<file path="config.mk">
export PLATFORM = sky130hd
export DESIGN_NAME = router_fsm
export DESIGN_NICKNAME = d
export VERILOG_FILES = /design/src/rtl/router_fsm.sv
export SDC_FILE = /design/constraint.sdc
export NUM_CORES = 1
export LEC_CHECK = 0
export BUFFER_PORTS_ARGS = -buffer_cell sky130_fd_sc_hd__buf_2
export CAP_MARGIN = 20
export CORE_MARGIN = 8
export CORE_UTILIZATION = 40
export CTS_BUF_LIST = sky130_fd_sc_hd__clkbuf_4 sky130_fd_sc_hd__clkbuf_8
export DETAILED_ROUTE_END_ITERATION = 8
export PLACE_DENSITY = 0.85
export SLEW_MARGIN = 20
export SYNTH_ARGS = -nofsm -noshare
export SYNTH_HDL_FRONTEND = slang
export SYNTH_SLANG_ARGS = --single-unit
</file>
<file path="constraint.sdc">
create_clock -name clock -period 1.3 [get_ports clock]
set_input_delay 0.13 -clock clock [delete_from_list [all_inputs] [get_ports clock]]
set_output_delay 0.13 -clock clock [all_outputs]
set_load 0.01 [all_outputs]
</file>
<file path="src/rtl/router_fsm.sv">
// router_fsm: write-side controller of the 1x3 router (address decode, load sequencing, busy, FIFO steering).
// Build option ROUTER_SOFT_RESET_TIMER_EN adds per-FIFO read-timeout soft_reset; otherwise soft_reset is 0.
module router_fsm #(
    parameter int TIMEOUT = 30,
    parameter int CNT_W   = 5
) (
    input  logic       clock,
    input  logic       resetn,
    input  logic       pkt_valid,
    input  logic [1:0] data_in,
    input  logic [2:0] fifo_full,
    input  logic [2:0] fifo_empty,
    input  logic [2:0] read_enb,
    input  logic       parity_done,
    input  logic       low_pkt_valid,
    output logic [2:0] write_enb,
    output logic       write_enb_reg,
    output logic       detect_add,
    output logic       lfd_state,
    output logic       ld_state,
    output logic       laf_state,
    output logic       full_state,
    output logic       rst_int_reg,
    output logic       busy,
    output logic [2:0] soft_reset
);

    typedef enum logic [2:0] {
        DECODE_ADDRESS     = 3'd0,
        LOAD_FIRST_DATA    = 3'd1,
        LOAD_DATA          = 3'd2,
        LOAD_PARITY        = 3'd3,
        FIFO_FULL_STATE    = 3'd4,
        LOAD_AFTER_FULL    = 3'd5,
        WAIT_TILL_EMPTY    = 3'd6,
        CHECK_PARITY_ERROR = 3'd7
    } state_e;

    state_e     state_q;
    logic [1:0] addr_reg_q;
    logic       sel_full;
    logic       sel_empty;
    logic       dest_empty;
    logic       abort;

    // Zero-padded to four entries so a 2-bit index can never fall outside the vector.
    logic [3:0] full_ext;
    logic [3:0] empty_ext;
    logic [3:0] sr_ext;

    assign full_ext   = {1'b0, fifo_full};
    assign empty_ext  = {1'b0, fifo_empty};
    assign sr_ext     = {1'b0, soft_reset};

    assign sel_full   = full_ext[addr_reg_q];
    assign sel_empty  = empty_ext[addr_reg_q];
    assign dest_empty = empty_ext[data_in];
    assign abort      = (state_q != DECODE_ADDRESS) && sr_ext[addr_reg_q];

    // NOTE: sequential state uses non-blocking assignments so every register samples pre-edge values.
    always_ff @(posedge clock) begin
        if (!resetn) begin
            state_q    <= DECODE_ADDRESS;
            addr_reg_q <= 2'd0;
        end else if (abort) begin
            state_q <= DECODE_ADDRESS;
        end else begin
            case (state_q)
                DECODE_ADDRESS: begin
                    if (pkt_valid && data_in != 2'd3) begin
                        addr_reg_q <= data_in;
                        state_q    <= dest_empty ? LOAD_FIRST_DATA : WAIT_TILL_EMPTY;
                    end
                end
                LOAD_FIRST_DATA: state_q <= LOAD_DATA;
                LOAD_DATA: begin
                    if (sel_full)
                        state_q <= FIFO_FULL_STATE;
                    else if (!pkt_valid)
                        state_q <= LOAD_PARITY;
                end
                FIFO_FULL_STATE: begin
                    if (!sel_full)
                        state_q <= LOAD_AFTER_FULL;
                end
                LOAD_AFTER_FULL: begin
                    if (parity_done)
                        state_q <= DECODE_ADDRESS;
                    else if (low_pkt_valid)
                        state_q <= LOAD_PARITY;
                    else
                        state_q <= LOAD_DATA;
                end
                LOAD_PARITY:        state_q <= CHECK_PARITY_ERROR;
                CHECK_PARITY_ERROR: state_q <= sel_full ? FIFO_FULL_STATE : DECODE_ADDRESS;
                WAIT_TILL_EMPTY: begin
                    if (sel_empty)
                        state_q <= LOAD_FIRST_DATA;
                end
                default:            state_q <= DECODE_ADDRESS;
            endcase
        end
    end

    assign detect_add    = (state_q == DECODE_ADDRESS);
    assign lfd_state     = (state_q == LOAD_FIRST_DATA);
    assign ld_state      = (state_q == LOAD_DATA);
    assign laf_state     = (state_q == LOAD_AFTER_FULL);
    assign full_state    = (state_q == FIFO_FULL_STATE);
    assign rst_int_reg   = (state_q == CHECK_PARITY_ERROR);
    assign busy          = !((state_q == DECODE_ADDRESS) || (state_q == LOAD_DATA));
    assign write_enb_reg = (state_q == LOAD_DATA) || (state_q == LOAD_AFTER_FULL) ||
                           (state_q == LOAD_PARITY);

    // NOTE: default first so every path through the block assigns write_enb; no latch is inferred.
    always_comb begin
        write_enb = 3'b000;
        for (int i = 0; i < 3; i++)
            write_enb[i] = write_enb_reg && (addr_reg_q == 2'(i));
    end

`ifdef ROUTER_SOFT_RESET_TIMER_EN
    logic [CNT_W-1:0] timer_q [3];

    // A FIFO holding data that nobody reads for TIMEOUT cycles gets a one-cycle flush pulse.
    always_ff @(posedge clock) begin
        if (!resetn) begin
            for (int i = 0; i < 3; i++)
                timer_q[i] <= '0;
            soft_reset <= 3'b000;
        end else begin
            for (int i = 0; i < 3; i++) begin
                if (fifo_empty[i] || read_enb[i]) begin
                    timer_q[i]    <= '0;
                    soft_reset[i] <= 1'b0;
                end else if (timer_q[i] == CNT_W'(TIMEOUT - 1)) begin
                    timer_q[i]    <= '0;
                    soft_reset[i] <= 1'b1;
                end else begin
                    timer_q[i]    <= timer_q[i] + CNT_W'(1);
                    soft_reset[i] <= 1'b0;
                end
            end
        end
    end
`else
    logic unused_timer;

    assign soft_reset   = 3'b000;
    assign unused_timer = ^{read_enb, CNT_W'(TIMEOUT)};
`endif

endmodule

</file>
==> impl_metrics.toml <==
[status]
result_of_the_run = "finished, violations left"
failing_checks = "negative setup slack"

[worst_setup_path]
crit-reg2reg-launch = "state_q[2]"
critPathSlowestCell = "sky130_fd_sc_hd__dfxtp_4"
crit_chain = "inv_4 > nor3b_4 > a21oi_4 > buf_4 > inv_1 > buf_2"
rrSetupSlack_ns = -0.12
cp-endpoint = "write_enb_reg"
path_max_fanout = 4
crit_family = "flip-flops"
required_ns = 1.17
ff_to_ff_path_depth = 7
worst-setup-path-type = "reg2out"
critical_path.reg2reg.endpoint = "state_q[1]"
critical_path.endpoint_type = "output pin"
cp_slowest_stage_delay_ns = 0.36
cp_num_cells = 6
crit_start = "state_q[2]"
crit_path_start_kind = "register"
worstPathBufferInverterCount = 4
worst_ep_arrival_time_ns = 1.30

[final_layout]
finalNetCount = 127
area_growth_syn_to_layout_pct = 84.40
utilization_pct = 76.92
final_cell_count_no_fill = 125
layout-drive-gt1-share_pct = 69.09
antenna_cells = 0

[drt]
ant_nets = 0
first_iter_violations = 5
routed-via-count = 665
routedWlPerCell_um = 15.79
firstDrtPassIters = 3
routed_wirelength_um = 1974
vias_per_cell = 5.320
detail_route.drc_violations = 0

[sta]
min_period_over_period_pct = 109.8
postLayoutSetupSlackWorst_ns = -0.1273
period_minus_slack_ns = 1.427
final_hold_viol_count = 0
rsz0062_at_grt = "true"
clock_skew_ns = 0.0005002
finalMaxSlewViolations = 0
final_setup_vio_count = 12
worst_hold_slack_across_all_endpoints_ns = 0.1688
achievable-frequency_ghz = 0.7006

[synthesis]
avgSynthCellArea_um2 = 7.899
yosys.cell_types.count = 32
ys_ff_latch = 5
synth_top_cell_by_area = "sky130_fd_sc_hd__dfxtp_1"
synth_top_cells_by_area = "sky130_fd_sc_hd__dfxtp_1 19%, sky130_fd_sc_hd__nor3b_1 7.1%, sky130_fd_sc_hd__nand2_1 5.0%"
synth_top_area_share_pct = 18.91
synth_area_um2 = 529.3
yosys-top-cells-count = "7 x sky130_fd_sc_hd__nand2_1, 5 x sky130_fd_sc_hd__buf_2, 5 x sky130_fd_sc_hd__dfxtp_1, 5 x sky130_fd_sc_hd__nor2_1, 5 x sky130_fd_sc_hd__nor3b_1"
synth.yosys.seq_area_share_pct = 18.91
postSynth.asyncResetShare_pct = 0
synthesis.yosys.warnings = 0
syn_inst = 67
synth-edff-count = 0
yosys_most_used_dff = "sky130_fd_sc_hd__dfxtp_1"
cell_with_the_most_instances_after_synthesis = "sky130_fd_sc_hd__nand2_1"

[power]
power.density_cell_area_nw_per_um2 = 1950
leakage_nw = 0.4638
ir_worst_vdd_mv = 1.146

[placement]
gp_congestion = 0.9013
hpwlAfterDp_um = 1335
placement.setup.worst_slack_ns = -0.08922
port-buffer-count = 23
placed_cells = 112

[clocking]
ctsHoldBuffers = 0
cts_tree = "yes"
cts_num_sinks = 5
clock_tree.htree_level_count = 1
clk_latency_ns = 0.24
ctsLongestPathBuffers = 2
clkSlewWorstSetupHoldPaths_ns = 0.04
numCtsBuffers = 3
ctsRootBufferMaster = "sky130_fd_sc_hd__clkbuf_4"

[hold_path]
hold_path.class = "in2reg"

[die]
placeableCoreArea_um2 = 1269
ioPinCount = 30
die_area_um2 = 2743
die_h_um = 52.38
die_width_um = 52.38
core.rowCount = 13
initial_standard_cell_utilization_of_the_core_pct = 41.72

[global_route]
grt_usage_pct = 14.24
vias_in_the_first_global_route = 694
grt_pass1_wl_um = 2980
grt_antenna_before_repair = 0
global_route.overflow_total = 0
grt_start_max_net_pins = 9

[job]
timing.max_cap.violations = 0
[through the flow]
step	TNS, ns	power, mW	cell area (um^2)
after floorplan	-0.2150	0.8449	559.3
after global placement	-0.06420	1.180	739.5
after detailed placement	-0.1684	1.220	739.5
after CTS	-0.4361	1.698	890.9
after global routing	-1.620	2.010	975.9
final	-0.9355	1.903	975.9
[registers in the layout, indices dropped and copies added (netlist names)]
name        flops
state_q         3
addr_reg_q      2
[kinds of logic (layout without fill, tap and decap cells)]
group | Yosys count | after routing | synth area share, %
simple gates | 29 | 29 | 32.39
compound gates | 14 | 14 | 21.28
buf+inv | 13 | 54 | 13.95
flops | 5 | 5 | 18.91
mux | 4 | 4 | 10.87
fa+ha+maj | 1 | 1 | 1.891
other cells | 1 | 3 | 0.7085
[cells in the final DEF, fill, tap and decap left out, types with 2 or more instances in the layout]
master                       n
sky130_fd_sc_hd__buf_4      17
sky130_fd_sc_hd__nor3_2      2
sky130_fd_sc_hd__conb_1      3
sky130_fd_sc_hd__clkbuf_4    4
sky130_fd_sc_hd__buf_6       9
sky130_fd_sc_hd__mux2i_1     2
sky130_fd_sc_hd__nor3b_2     4
sky130_fd_sc_hd__o21ai_0     2
sky130_fd_sc_hd__nand2_1     6
sky130_fd_sc_hd__inv_1       3
sky130_fd_sc_hd__a21oi_1     2
sky130_fd_sc_hd__dfxtp_4     4
sky130_fd_sc_hd__nor2_1      2
sky130_fd_sc_hd__nor2_4      2
sky130_fd_sc_hd__a2bb2oi_2   2
sky130_fd_sc_hd__buf_2      20
sky130_fd_sc_hd__nand3b_1    3
sky130_fd_sc_hd__o221a_1     2
[area by class of cell]
| class | count | area (um^2) |
|---|---|---|
| Clock buffer | 4 | 30.03 |
| Timing Repair Buffer | 46 | 329.1 |
| Multi-Input combinational cell | 51 | 465.4 |
| Tap cell | 15 | 18.77 |
| Fill cell | 91 | 292.8 |
| Inverter | 4 | 17.52 |
| Sequential cell | 5 | 115.1 |
[metal layers]
layer / vias to the layer above / routed length (um) / global-route usage [%]
li1: 321 / - / -
met1: 328 / 698 / 13.28
met2: 14 / 1148 / 26.88
met3: 2 / 101 / 5.682
met4: 0 / 25 / 5.172
met5: - / 0 / 0
[worst min-delay path by stage]
stage / startpoint / endpoint / slack [ns] / depth (start not counted)
6_report: resetn / addr_reg_q[1] / 0.17 / 2
5_1_grt: resetn / addr_reg_q[1] / 0.16 / 2
4_1_cts: resetn / addr_reg_q[0] / 0.16 / 2
3_5_place_dp: resetn / addr_reg_q[0] / 0.42 / 2
3_3_place_gp: resetn / addr_reg_q[0] / 0.41 / 2
2_1_floorplan: resetn / addr_reg_q[0] / 0.26 / 1
[power by group]
group,internal (mW),switching [mW],leakage [nW]
Clock,0.137,0.0652,0.0184
Combinational,0.772,0.633,0.402
Sequential,0.222,0.0748,0.0438
[what timing repair did]
item | CTS | global route
resized for setup | 20 | 15
endpoints found under the setup margin | 12 | 14
setup buffers | 6 | 4
pin swaps | 6 | 9
gates cloned | 0 | 0
No activity file was read; power rests on OpenSTA's default activity.
